## src/rtl/ifetch_axi_bridge.sv

```systemverilog
// ifetch_axi_bridge: instruction-fetch bridge from the core fetch port to a 64-bit AXI4-Lite read channel
//   clock, reset    : rising-edge clock, synchronous active-high reset
//   if_valid/if_addr: fetch request, held stable until if_ready
//   if_ready        : one-cycle pulse qualifying if_data_read/if_err
//   if_data_read    : registered 32-bit instruction
//   if_err          : misaligned PC or AXI error response
//   flush           : invalidate the doubleword line buffer
//   araddr/arvalid/arready : AXI read address channel (address aligned to 8 bytes)
//   rdata/rresp/rvalid/rready : AXI read data channel
module ifetch_axi_bridge #(
  parameter int ADDR_WIDTH = 64,
  parameter int DATA_WIDTH = 64,
  parameter int INST_WIDTH = 32,
  parameter int BUF_EN     = 1
) (
  input  logic                  clock,
  input  logic                  reset,
  input  logic                  if_valid,
  input  logic [ADDR_WIDTH-1:0] if_addr,
  output logic                  if_ready,
  output logic [INST_WIDTH-1:0] if_data_read,
  output logic                  if_err,
  input  logic                  flush,
  output logic [ADDR_WIDTH-1:0] araddr,
  output logic                  arvalid,
  input  logic                  arready,
  input  logic [DATA_WIDTH-1:0] rdata,
  input  logic [1:0]            rresp,
  input  logic                  rvalid,
  output logic                  rready
);
  typedef enum logic [1:0] {IDLE, AR, R, RESP} state_t;
  state_t r_state, w_next;
  logic                  r_lane;
  logic                  r_no_fill;
  logic                  r_buf_valid;
  logic [ADDR_WIDTH-4:0] r_buf_tag;
  logic [DATA_WIDTH-1:0] r_buf_data;
  logic [ADDR_WIDTH-1:0] r_araddr;
  logic [INST_WIDTH-1:0] r_data;
  logic                  r_err;
  logic                  w_misaligned;
  logic                  w_hit;
  logic                  w_beat;
  logic                  w_ok;
  logic                  w_fill;
  assign w_misaligned = if_valid && (if_addr[1:0] != 2'b00);
  assign w_hit        = if_valid && r_buf_valid && (r_buf_tag == if_addr[ADDR_WIDTH-1:3]) && !flush;
  assign w_beat       = (r_state == R) && rvalid;
  assign w_ok         = (rresp == 2'b00);
  // a flush seen while the read was in flight, or in the fill cycle itself, keeps stale data out of the buffer
  assign w_fill       = (BUF_EN != 0) && w_beat && w_ok && !r_no_fill && !flush;
  assign araddr       = r_araddr;
  assign if_data_read = r_data;
  assign if_err       = r_err;
  always_ff @(posedge clock) begin
    if (reset) r_state <= IDLE;
    else       r_state <= w_next;
  end
  always_comb begin
    w_next   = r_state;
    arvalid  = 1'b0;
    rready   = 1'b0;
    if_ready = 1'b0;
    unique case (r_state)
      IDLE: w_next = !if_valid ? IDLE : (w_misaligned || w_hit) ? RESP : AR;
      AR: begin
        arvalid = 1'b1;
        w_next  = arready ? R : AR;
      end
      R: begin
        rready = 1'b1;
        w_next = rvalid ? RESP : R;
      end
      default: begin
        if_ready = 1'b1;
        w_next   = IDLE;
      end
    endcase
  end
  always_ff @(posedge clock) begin
    if (reset) begin
      r_lane      <= 1'b0;
      r_no_fill   <= 1'b0;
      r_buf_valid <= 1'b0;
      r_buf_tag   <= '0;
      r_buf_data  <= '0;
      r_araddr    <= '0;
      r_data      <= '0;
      r_err       <= 1'b0;
    end else begin
      if (r_state == IDLE && if_valid) begin
        if (w_misaligned) begin
          r_err  <= 1'b1;
          r_data <= '0;
        end else if (w_hit) begin
          r_err  <= 1'b0;
          r_data <= if_addr[2] ? r_buf_data[2*INST_WIDTH-1:INST_WIDTH] : r_buf_data[INST_WIDTH-1:0];
        end else begin
          r_araddr  <= {if_addr[ADDR_WIDTH-1:3], 3'b000};
          r_lane    <= if_addr[2];
          r_no_fill <= 1'b0;
        end
      end
      if ((r_state == AR || r_state == R) && flush) r_no_fill <= 1'b1;
      if (w_beat) begin
        r_err  <= !w_ok;
        r_data <= !w_ok ? '0 : r_lane ? rdata[2*INST_WIDTH-1:INST_WIDTH] : rdata[INST_WIDTH-1:0];
      end
      if (w_fill) begin
        r_buf_data <= rdata;
        r_buf_tag  <= r_araddr[ADDR_WIDTH-1:3];
      end
      r_buf_valid <= (flush || (w_beat && !w_ok)) ? 1'b0 : w_fill ? 1'b1 : r_buf_valid;
    end
  end
endmodule

```

## config.mk

```make
export PLATFORM = sky130hd
export DESIGN_NAME = ifetch_axi_bridge
export DESIGN_NICKNAME = d
export VERILOG_FILES = /design/src/rtl/ifetch_axi_bridge.sv
export SDC_FILE = /design/constraint.sdc
export NUM_CORES = 1
export LEC_CHECK = 0
export BUFFER_PORTS_ARGS = -buffer_cell sky130_fd_sc_hd__buf_2
export CORE_UTILIZATION = 59
export DETAILED_ROUTE_END_ITERATION = 8
export GPL_TIMING_DRIVEN = 0
export PLACE_DENSITY = 0.86
export SLEW_MARGIN = 30
export SYNTH_ARGS = -nofsm -noshare
export SYNTH_HDL_FRONTEND = slang
export SYNTH_SLANG_ARGS = --single-unit
export TNS_END_PERCENT = 50
```

## constraint.sdc

```tcl
create_clock -name clock -period 5.3 [get_ports clock]
set_input_delay 1.06 -clock clock [delete_from_list [all_inputs] [get_ports clock]]
set_output_delay 1.06 -clock clock [all_outputs]
set_load 0.005 [all_outputs]
```

; Word-level counts from Yosys, hierarchy flattened
; Cells that the tools add are included.
[word_totals]
reg_bits = 224
in_bits = 136
out_inout_bits = 100
elab_cells = 67
[classes]
eq_ne = 5
muxes = 23
n_bitwise = 2
reduce_logical = 28
[ops]
columns = operator, n
row1 = $mux W32, 7
row2 = $eq A61 B61 Y1, 1
row3 = $mux W1, 12
row4 = $logic_and A1 B1 Y1, 11
row5 = $mux W2, 3
row6 = $pmux W2 S3, 1
row7 = $reduce_and A3 Y1, 2
row8 = $reduce_bool A2 Y1, 3
row9 = $logic_not A2 Y1, 2
row10 = $ne A2 B1 Y1 const B, 2
row11 = $logic_not A1 Y1, 3
row12 = $logic_or A1 B1 Y1, 3
row13 = $reduce_bool A3 Y1, 1
row14 = $reduce_or A3 Y1, 1
row15 = $eq A2 B1 Y1 const B, 1
row16 = $eq A2 B2 Y1 const B, 1
row17 = $not A1 Y1, 2
row18 = $reduce_and A2 Y1, 1
row19 = $reduce_or A2 Y1, 1

; Longest topological paths before layout
; Gate-level depths: netlist of run 1.
[depth]
ltp_word = 7
depth_mapped = 9
ltp_nobuf = 7

; Worst setup path before layout of run 1
; OpenSTA, ideal clock, no wires.
[synth_path]
path_kind = input -> register
startpoint = input port rresp[1]
endpoint = register r_buf_data[28]
arrival_ns = 2.369
required_ns = 5.168
setup_slack_ns = 2.799
cell_stages = 8
path_buffers = 3
cell_sequence = nor2_1 nand3_1 or3_1 clkbuf_1 buf_2 buf_1 nand2_1 a21oi_1
[synth_via]
elab_chain_len = 4
[synth_lines]
columns = element, line
row1 = from (decl), 28  ; input logic [1:0] rresp,
row2 = $logic_not A2 Y1, 50  ; assign w_ok = (rresp == 2'b00);
row3 = $logic_and A1 B1 Y1 (3 in a row), 52  ; assign w_fill = (BUF_EN != 0) && w_beat && w_ok && !r_no_fill && !flush;
row4 = to (signal assigned), 111  ; r_buf_data <= rdata;
row5 = to (decl), 38  ; logic [DATA_WIDTH-1:0] r_buf_data;
; No other way between the ends.
; A chain may end at the register's enable or synchronous reset.

; Worst setup path in the final report of run 1
[layout_path]
startpoint = input port rresp[1]
endpoint = register r_buf_data[37]
; Same word-level chain as after synthesis.

==> results.md, run 1 <==
- Status: finished, final reports clean
- Wire length of the first global-routing pass: 49730 um
- Number of placement rows: 48
- Setup-violating endpoint count in the final report: 0
- Number of buffers created by CTS: 23
- Final hold violation count: 0
- Cell Area, Synth: 0.01041 mm2
- I/O Pins: 236
- Met3 routing resource usage after global routing: 0.05781
- Placer Congestion: 0.9265
- Cell area after layout: 0.01261 mm2
- Int Power: 2853 uW
- Starting DRT DRC Count: 1007
- Capturing element type of the critical path: flop
- Die Width: 134.8 um
- Initial Utilization: 0.6041
- Number of distinct library cells after synthesis: 31
- Detailed placement HPWL: 22600 um
- Reg-to-reg slack, setup: 2.20 ns
- RR Endpoint: r_buf_data[37]
- PortBufs: 230
- Measured slew at the worst slew-check pin: 0.9387 ns
- Number of levels in the clock H-tree: 1
- Die outline area: 0.01818 mm2
- Switching fraction of total power: 0.2561
- First-pass iteration count of the detailed router: 6
- Overall die height: 134.8 um
- Largest net degree at the start of global routing: 15
- Worst Skew: 0.006651 ns
- Crit-path slowest cell: sky130_fd_sc_hd__nor3_2
- Flop and latch count out of synthesis: 224
- Leftover overflow at the end of global routing: 0
- PD cells: 304.1 mW/mm2
- Overall power after layout: 3835 uW
- Initial antenna violation count: 5
- Data arrival time of the critical path: 3.73 ns
- Critical path's largest stage delay: 0.81 ns
- Synthesis-to-finish area growth: 21.11%
- Synth area leader: sky130_fd_sc_hd__dfxtp_1
- Final critical-path required period: 3.284 ns
- Clock latency reported for the late side of the worst-skew pair: 0.52 ns
- Overall Global Routing Usage: 0.3491
- Mean cell area of the mapped netlist: 8.270 um2
- Fmax achieved: 0.3045 GHz
- Worst path required time: 5.74 ns
- Path class of the lowest-slack min-delay path: reg -> reg
- Net switching power figure: 982.1 uW
- Most congested layer reported by global routing: met2
- Sequential share of power: 0.460
- Antenna Nets Post-Route: 0
- Met1 Resource Use GR: 0.4722
- GR Layer Usage met2: 0.5498
- Critical path peak fanout: 10
- Hold buffer count at cts: 0
- Placeable Area: 0.01724 mm2
- Cell count after synthesis: 1259
- Cell types with the largest area share after synthesis: sky130_fd_sc_hd__dfxtp_1, sky130_fd_sc_hd__mux2i_1, sky130_fd_sc_hd__nand2_1
- Post-layout instance count excluding filler cells: 1762
- Worst voltage drop across the vdd grid: 0.0002084 V
- Part of the total power dissipated in the clock network: 0.425
- Classification of the worst setup path: in -> reg
- Clock-pin slew on the worst setup and hold paths: 0.06 ns
- Relative max-transition margin: 0.3708
- Unrepaired setup endpoints after global routing: no
- Cell-by-cell trace of the critical path: buf_2, nor2_1, nand3_1, nor3_2, buf_2, buf_1, nand2_1, a21oi_1
- Share of total power in combinational logic: 0.114
- Area share of the largest cell type after synthesis: 0.4307
- Reported leakage power: 0.004805 uW
- Overall routed net length: 31910 um
- Number of stages on the worst hold path: 2
- Number of placed cells counting well taps: 1716
- Worst Hold Endpoint: r_buf_data[49]
- Buffers inserted by post-CTS timing repair: 0
- Post-route DRC: 0
- Logic depth of the worst register-to-register path: 8
- Count of nets after finishing: 1656
- Final slew viol count: 0
- Post-Route Setup TNS: 0 ns
- Number of warnings reported in the yosys synthesis log: 0
- Ratio of routed vias to standard cells: 5.819
- Total placed instance area: 0.01185 mm2
- CTS tree: done
- Sequential area share after synthesis: 0.4307
- Portion of the clock cycle consumed by the worst path in the final layout: 0.6197
- Number of global-route vias before repair: 9625
- Maximum buffer depth of the clock tree: 3
- Max Cap Violations: 0
- Startpoint kind of the worst setup timing path: input pin
- Origin of the worst min-delay path: r_buf_data[49]
- Count of clock tree sinks: 224
- Core utilization of the finished layout: 0.7316
- Routed vias: 10253
- Crit-path most repeated cell: sky130_fd_sc_hd__buf_2
- Origin of the critical flop-to-flop path: r_state[0]
- Post-cts gate resize count: 0
- Clock root buffer master: sky130_fd_sc_hd__clkbuf_16
- Drt wl/cell: 18.11 um
- Share of cells above drive strength 1: 0.1866
kinds of logic (layout without fill, tap and decap cells):
family                   count (synthesis)  in the layout  share of synthesized area
AND/OR/NAND/NOR                        512            512                     0.2263
other                                    1              7                  0.0003601
flip-flops                             224            224                     0.4307
XOR/XNOR                                61             61                    0.05131
adder cells (fa/ha/maj)                  4              4                   0.004807
multiplexers                           126            126                     0.1211
AO/OA/AOI/OAI                          228            228                     0.1220
buffers and inverters                  103            375                    0.04350
sequential cells by signal, summed over array words and instances (netlist names), 2 cells and up:
signal        flops
r_buf_data       64
r_state           2
if_data_read     32
araddr           61
r_buf_tag        61
area by class of cell:
cell class / count / area, um2
Clock inverter: 12 / 116.4
Antenna cell: 4 / 10.01
Clock buffer: 30 / 631.9
Multi-Input combinational cell: 934 / 5483
Inverter: 3 / 11.26
Fill cell: 1303 / 4626
Buffer: 100 / 441.7
Timing Repair Buffer: 230 / 1151
Tap cell: 225 / 281.5
Sequential cell: 224 / 4484
worst max-delay path, delay by kind of cell:
family                 cells  cell delay (ns)
buffers and inverters      3             1.03
AO/OA/AOI/OAI              1             0.14
AND/OR/NAND/NOR            4             1.48
cells in the final DEF (no fill, tap or decap), types with 2 or more instances in the layout:
cell type                   netlist  final
sky130_fd_sc_hd__a21oi_1        158    158
sky130_fd_sc_hd__buf_1           13     13
sky130_fd_sc_hd__buf_2            8    238
sky130_fd_sc_hd__buf_4            3      3
sky130_fd_sc_hd__buf_6            6      6
sky130_fd_sc_hd__bufinv_16        0      2
sky130_fd_sc_hd__clkbuf_1        70     74
sky130_fd_sc_hd__clkbuf_16        0     23
sky130_fd_sc_hd__clkbuf_8         0      3
sky130_fd_sc_hd__clkinv_2         0      8
sky130_fd_sc_hd__conb_1           1      3
sky130_fd_sc_hd__dfxtp_1        224    224
sky130_fd_sc_hd__diode_2          0      4
sky130_fd_sc_hd__ha_1             4      4
sky130_fd_sc_hd__inv_1            3      3
sky130_fd_sc_hd__mux2i_1        126    126
sky130_fd_sc_hd__nand2_1        254    254
sky130_fd_sc_hd__nand2b_1       126    126
sky130_fd_sc_hd__nand3_1         33     33
sky130_fd_sc_hd__nand4_1         16     16
sky130_fd_sc_hd__nor2_1          71     71
sky130_fd_sc_hd__nor4_1           6      6
sky130_fd_sc_hd__o21ai_0         32     32
sky130_fd_sc_hd__o21ai_1          2      2
sky130_fd_sc_hd__o221ai_1        32     32
sky130_fd_sc_hd__xnor2_1         61     61
worst max-delay path by stage:
stage	slack (ns)	to	from
finish	2.02	r_buf_data[37]	rresp[1]
CTS	2.16	r_buf_data[42]	rresp[1]
floorplan	2.80	r_buf_data[28]	rresp[1]
global placement	1.73	r_buf_data[51]	rresp[1]
detailed placement	1.66	r_buf_data[48]	rresp[1]
global route	1.94	r_buf_data[41]	rresp[1]
stage by stage:
step | hold slack (ns) | setup slack (ns)
6_report | 0.4568 | 2.016
4_1_cts | 0.4543 | 2.156
3_5_place_dp | 0.4460 | 1.656
3_3_place_gp | 0.4407 | 1.730
5_1_grt | 0.4691 | 1.943
2_1_floorplan | 0.4357 | 2.799
routing by layer:
metal / wire length, um / vias to the layer above
li1: - / 4758
met1: 13230 / 4791
met2: 14450 / 579
met3: 2857 / 123
met4: 1355 / 2
met5: 13 / -
Yosys cell counts, drive strengths merged:
cell / count
nand2: 254
dfxtp: 224
a21oi: 158
mux2i: 126
nand2b: 126
nor2: 71
clkbuf: 70
xnor2: 61
o21ai: 34
nand3: 33
o221ai: 32
buf: 30
nand4: 16
nor4: 6
ha: 4
inv: 3
nor3: 2
a211o: 1
a211oi: 1
a31oi: 1
and2: 1
and3b: 1
conb: 1
nand4b: 1
o22ai: 1
or3: 1
power groups by stage:
stage | combinational [uW] | sequential [uW] | clock (uW)
4_1_cts | 430 | 1760 | 1630
5_1_grt | 468 | 1770 | 1700
3_5_place_dp | 426 | 1800 | 0
2_1_floorplan | 233 | 1800 | 0
6_report | 438 | 1770 | 1630
3_3_place_gp | 418 | 1800 | 0
No activity file was read; power rests on OpenSTA's default activity.
==> inputs of run 2 (changes only) <==
--- a/config.mk
+++ b/config.mk
@@ -5,11 +5,12 @@
 export SDC_FILE = /design/constraint.sdc
 export NUM_CORES = 1
 export LEC_CHECK = 0
+export ABC_AREA = 1
 export BUFFER_PORTS_ARGS = -buffer_cell sky130_fd_sc_hd__buf_2
-export CORE_UTILIZATION = 59
+export CORE_UTILIZATION = 49
 export DETAILED_ROUTE_END_ITERATION = 8
 export GPL_TIMING_DRIVEN = 0
-export PLACE_DENSITY = 0.86
+export PLACE_DENSITY = 0.76
 export SLEW_MARGIN = 30
 export SYNTH_ARGS = -nofsm -noshare
 export SYNTH_HDL_FRONTEND = slang
==> constraint.sdc (replaced) <==
create_clock -name clock -period 3 [get_ports clock]
set_input_delay 0.6 -clock clock [delete_from_list [all_inputs] [get_ports clock]]
set_output_delay 0.6 -clock clock [all_outputs]
set_load 0.005 [all_outputs]
==> run 2 against run 1 <==
  * Cell count rose by 16%
  * Clock power rose by 83%
  * Design area rose by 0.88%
  * Sequential share of layout area fell by 0.31 points
  * Clock skew rose by 0.012 ns
  * Hold slack got worse by 0.091 ns
  * Critical path type is now reg -> reg
  * Synthesized cell count rose by 19%
  * Count of clock-buffer cells in the layout rose by 8
  * Critical endpoint is now if_data_read[24]
  * Routed wire length rose by 5.0%
==> results.md, run 2 <==
- Number of distinct library cells after synthesis: 28
- Critical path peak fanout: 10
- Wire length of the first global-routing pass: 51890 um
- Number of warnings reported in the yosys synthesis log: 0
- Worst Setup Slack, final: 0.3089 ns
- Initial antenna violation count: 4
- Routed vias: 11072
- Data arrival time of the critical path: 3.15 ns
- Crit-path slowest cell: sky130_fd_sc_hd__nor3_4
- Number of global-route vias before repair: 10146
- Worst voltage drop across the vdd grid: 0.0003774 V
- Die outline area: 0.02186 mm2
- Clock latency reported for the late side of the worst-skew pair: 0.52 ns
- Detailed placement HPWL: 24070 um
- Origin of the critical flop-to-flop path: r_state[0]
- RR Endpoint: if_data_read[24]
- Switching fraction of total power: 0.2779
- Top library cells by usage in the layout, fill and taps aside: sky130_fd_sc_hd__nand2_1, sky130_fd_sc_hd__buf_2, sky130_fd_sc_hd__dfxtp_1, sky130_fd_sc_hd__a21oi_1, sky130_fd_sc_hd__nor2_1
- Cell-by-cell trace of the critical path: inv_1, ha_1, nand2_1, nor3_4, inv_1, clkbuf_1, o32ai_1, nand3b_1, nand2_1, nor2_1
- Unrepaired setup endpoints after global routing: no
- Number of stages on the worst hold path: 3
- Area share of the largest cell type after synthesis: 0.4301
- Share of total power in combinational logic: 0.157
- Post-Route Setup TNS: 0 ns
- Cell types with the largest area share after synthesis: sky130_fd_sc_hd__dfxtp_1, sky130_fd_sc_hd__nand2_1, sky130_fd_sc_hd__a21oi_1
- Cell area after layout: 0.01272 mm2
- Post-route DRC: 0
- I/O Pins: 236
- Ratio of routed vias to standard cells: 5.409
- Overall routed net length: 33510 um
- Total placed instance area: 0.01192 mm2
- Status: finished, final reports clean
- Path class of the lowest-slack min-delay path: in -> reg
- First-pass iteration count of the detailed router: 5
- Kind of cell adding the most delay to the critical path: simple AND/OR/NAND/NOR gates
- Final critical-path required period: 2.691 ns
- Count of nets after finishing: 1896
- Clock-pin slew on the worst setup and hold paths: 0.06 ns
- Placer Congestion: 0.9046
- Number of placement rows: 52
- Largest net degree at the start of global routing: 14
- Flop and latch count out of synthesis: 224
- Largest register by flop count: r_buf_data
- Classification of the worst setup path: reg -> reg
- PD cells: 578.0 mW/mm2
- CTS tree: done
- Antenna Nets Post-Route: 0
- Die Width: 147.9 um
- Int Power: 5310 uW
- Ys async rst share: 0
- Most common library cell in the layout ignoring fill and taps: sky130_fd_sc_hd__nand2_1
- Leading post-synthesis cells by instance count: sky130_fd_sc_hd__nand2_1, sky130_fd_sc_hd__dfxtp_1, sky130_fd_sc_hd__a21oi_1
- Fmax achieved: 0.3716 GHz
- Count of filler cells inserted in the layout: 1954
- Worst Setup Slack post-DPL: 0.1642 ns
- Flip-flop count of the largest register after layout: 64
- Sequential share of power: 0.437
- Synthesis-to-finish area growth: 22.04%
- Net switching power figure: 2043 uW
- Worst path required time: 3.46 ns
- Origin of the worst min-delay path: rdata[14]
- Reg-to-reg slack, setup: 0.31 ns
- Part of the total power dissipated in the clock network: 0.406
- Reported leakage power: 0.005545 uW
- Number of flops mapped to enable cells by yosys: 0
- Count of clock tree sinks: 224
- Portion of the clock cycle consumed by the worst path in the final layout: 0.8970
- Capturing element type of the critical path: flop
- Sequential area share after synthesis: 0.4301
- Overall die height: 147.9 um
- Cell Area, Synth: 0.01042 mm2
- Buffers inserted by post-CTS timing repair: 0
- Synth area leader: sky130_fd_sc_hd__dfxtp_1
- Overall Global Routing Usage: 0.2979
- Logic depth of the worst register-to-register path: 10
- Leftover overflow at the end of global routing: 0
- PortBufs: 230
- Cell count after synthesis: 1498
- Initial Utilization: 0.5071
- Worst Hold Endpoint: r_buf_data[14]
- Startpoint kind of the worst setup timing path: flop
- Relative max-transition margin: 0.4796
- Worst Skew: 0.01829 ns
- Main synth FF type: sky130_fd_sc_hd__dfxtp_1
- Number of levels in the clock H-tree: 1
- Number of buffers created by CTS: 24
- Critical path's largest stage delay: 0.40 ns
- Mean cell area of the mapped netlist: 6.959 um2
- Max Cap Violations: 0
- Maximum buffer depth of the clock tree: 3
- Number of buffers and inverters on the critical path: 3
- Placeable Area: 0.02056 mm2
- Final slew viol count: 0
- Starting DRT DRC Count: 928
- Drt wl/cell: 16.37 um
- Setup-violating endpoint count in the final report: 0
- Library cell with the highest instance count after synthesis: sky130_fd_sc_hd__nand2_1
- Clock root buffer master: sky130_fd_sc_hd__clkbuf_16
- Share of cells above drive strength 1: 0.1693
- Measured slew at the worst slew-check pin: 0.7806 ns
- Final hold violation count: 0
==> run 2: cell types whose count changed in the layout (fill, tap and decap cells not counted), moves of 25 or more <==
cell,previous run,this run
sky130_fd_sc_hd__o32ai_1,0,32
sky130_fd_sc_hd__inv_1,3,132
sky130_fd_sc_hd__nor2_1,71,173
sky130_fd_sc_hd__nand2b_1,126,0
sky130_fd_sc_hd__xnor2_1,61,2
sky130_fd_sc_hd__nand4_1,16,62
sky130_fd_sc_hd__a21oi_1,158,192
sky130_fd_sc_hd__nand3_1,33,72
sky130_fd_sc_hd__nand2_1,254,375
sky130_fd_sc_hd__o21ai_0,32,57
sky130_fd_sc_hd__o221ai_1,32,0
sky130_fd_sc_hd__mux2i_1,126,32
==> run 2: power by group through the flow <==
stage               Combinational (uW)  Clock, uW  Sequential (uW)
global placement                  1110          0             3270
CTS                               1140       3010             3210
detailed placement                1130          0             3280
finish                            1150       2990             3210
global route                      1270       3120             3230
floorplan                          650          0             3270
==> run 2: stage by stage <==
step                hold slack (ns)  std cells  power [uW]    util
detailed placement           0.4522       2000        4408  0.5798
floorplan                    0.4401       1500        3924       -
finish                       0.3663       2047        7354  0.6188
global placement             0.4483       2000        4381  0.5798
CTS                          0.3546       2042        7358  0.6181
global route                 0.3634       2045        7621  0.6185
==> run 2: timing repair <==
action,in CTS,in global routing
hold buffers,0,0
gates resized for setup,0,1
endpoints found under the setup margin,0,48
==> run 2: worst max-delay path by stage <==
stage | start | to | slack (ns) | cells after the start
floorplan | rvalid | r_buf_data[32] | 1.15 | 7
global placement | rvalid | r_buf_data[36] | 0.28 | 8
detailed placement | r_state[0] | r_buf_data[37] | 0.16 | 9
CTS | r_state[0] | r_buf_data[37] | 0.15 | 9
global route | r_state[0] | r_buf_data[59] | 0.14 | 9
finish | r_state[0] | if_data_read[24] | 0.31 | 10
==> run 2: cells by family after synthesis <==
| group | share of synthesized area |
|---|---|
| muxes | 0.03073 |
| and+or+nand+nor | 0.2886 |
| DFF | 0.4301 |
| adders and majority gates | 0.004801 |
| AOI/OAI and AO/OA | 0.1464 |
| buffers and inverters | 0.09385 |
| xor gates and xnor gates | 0.005041 |
| other | 0.0003597 |
==> run 2: per-layer routing <==
metal	wire length [um]	track usage	vias up
li1	-	-	5415
met1	14390	0.4084	5074
met2	15260	0.4842	517
met3	2972	0.04012	64
met4	876	0.09536	2
met5	10	0	-
==> run 2: area by class of cell <==
class	count	area, um2	area share
antenna	5	12.51	0.0009835
buffer	109	475.5	0.03737
clock buffer	38	734.5	0.05773
clock inverter	4	51.30	0.004032
inverter	134	503.0	0.03954
multi-input combinational	1033	4972	0.3908
sequential	224	4484	0.3525
tap	270	337.8	0.02655
timing repair buffer	230	1151	0.09048
==> run 2: worst register-to-register path, stage by stage (launching register included) <==
cell and delay (ns):
sky130_fd_sc_hd__dfxtp_1 0.34, sky130_fd_sc_hd__inv_1 0.11, sky130_fd_sc_hd__ha_1 0.24, sky130_fd_sc_hd__nand2_1 0.24, sky130_fd_sc_hd__nor3_4 0.40, sky130_fd_sc_hd__inv_1 0.24
sky130_fd_sc_hd__clkbuf_1 0.31, sky130_fd_sc_hd__o32ai_1 0.37, sky130_fd_sc_hd__nand3b_1 0.19, sky130_fd_sc_hd__nand2_1 0.07, sky130_fd_sc_hd__nor2_1 0.12
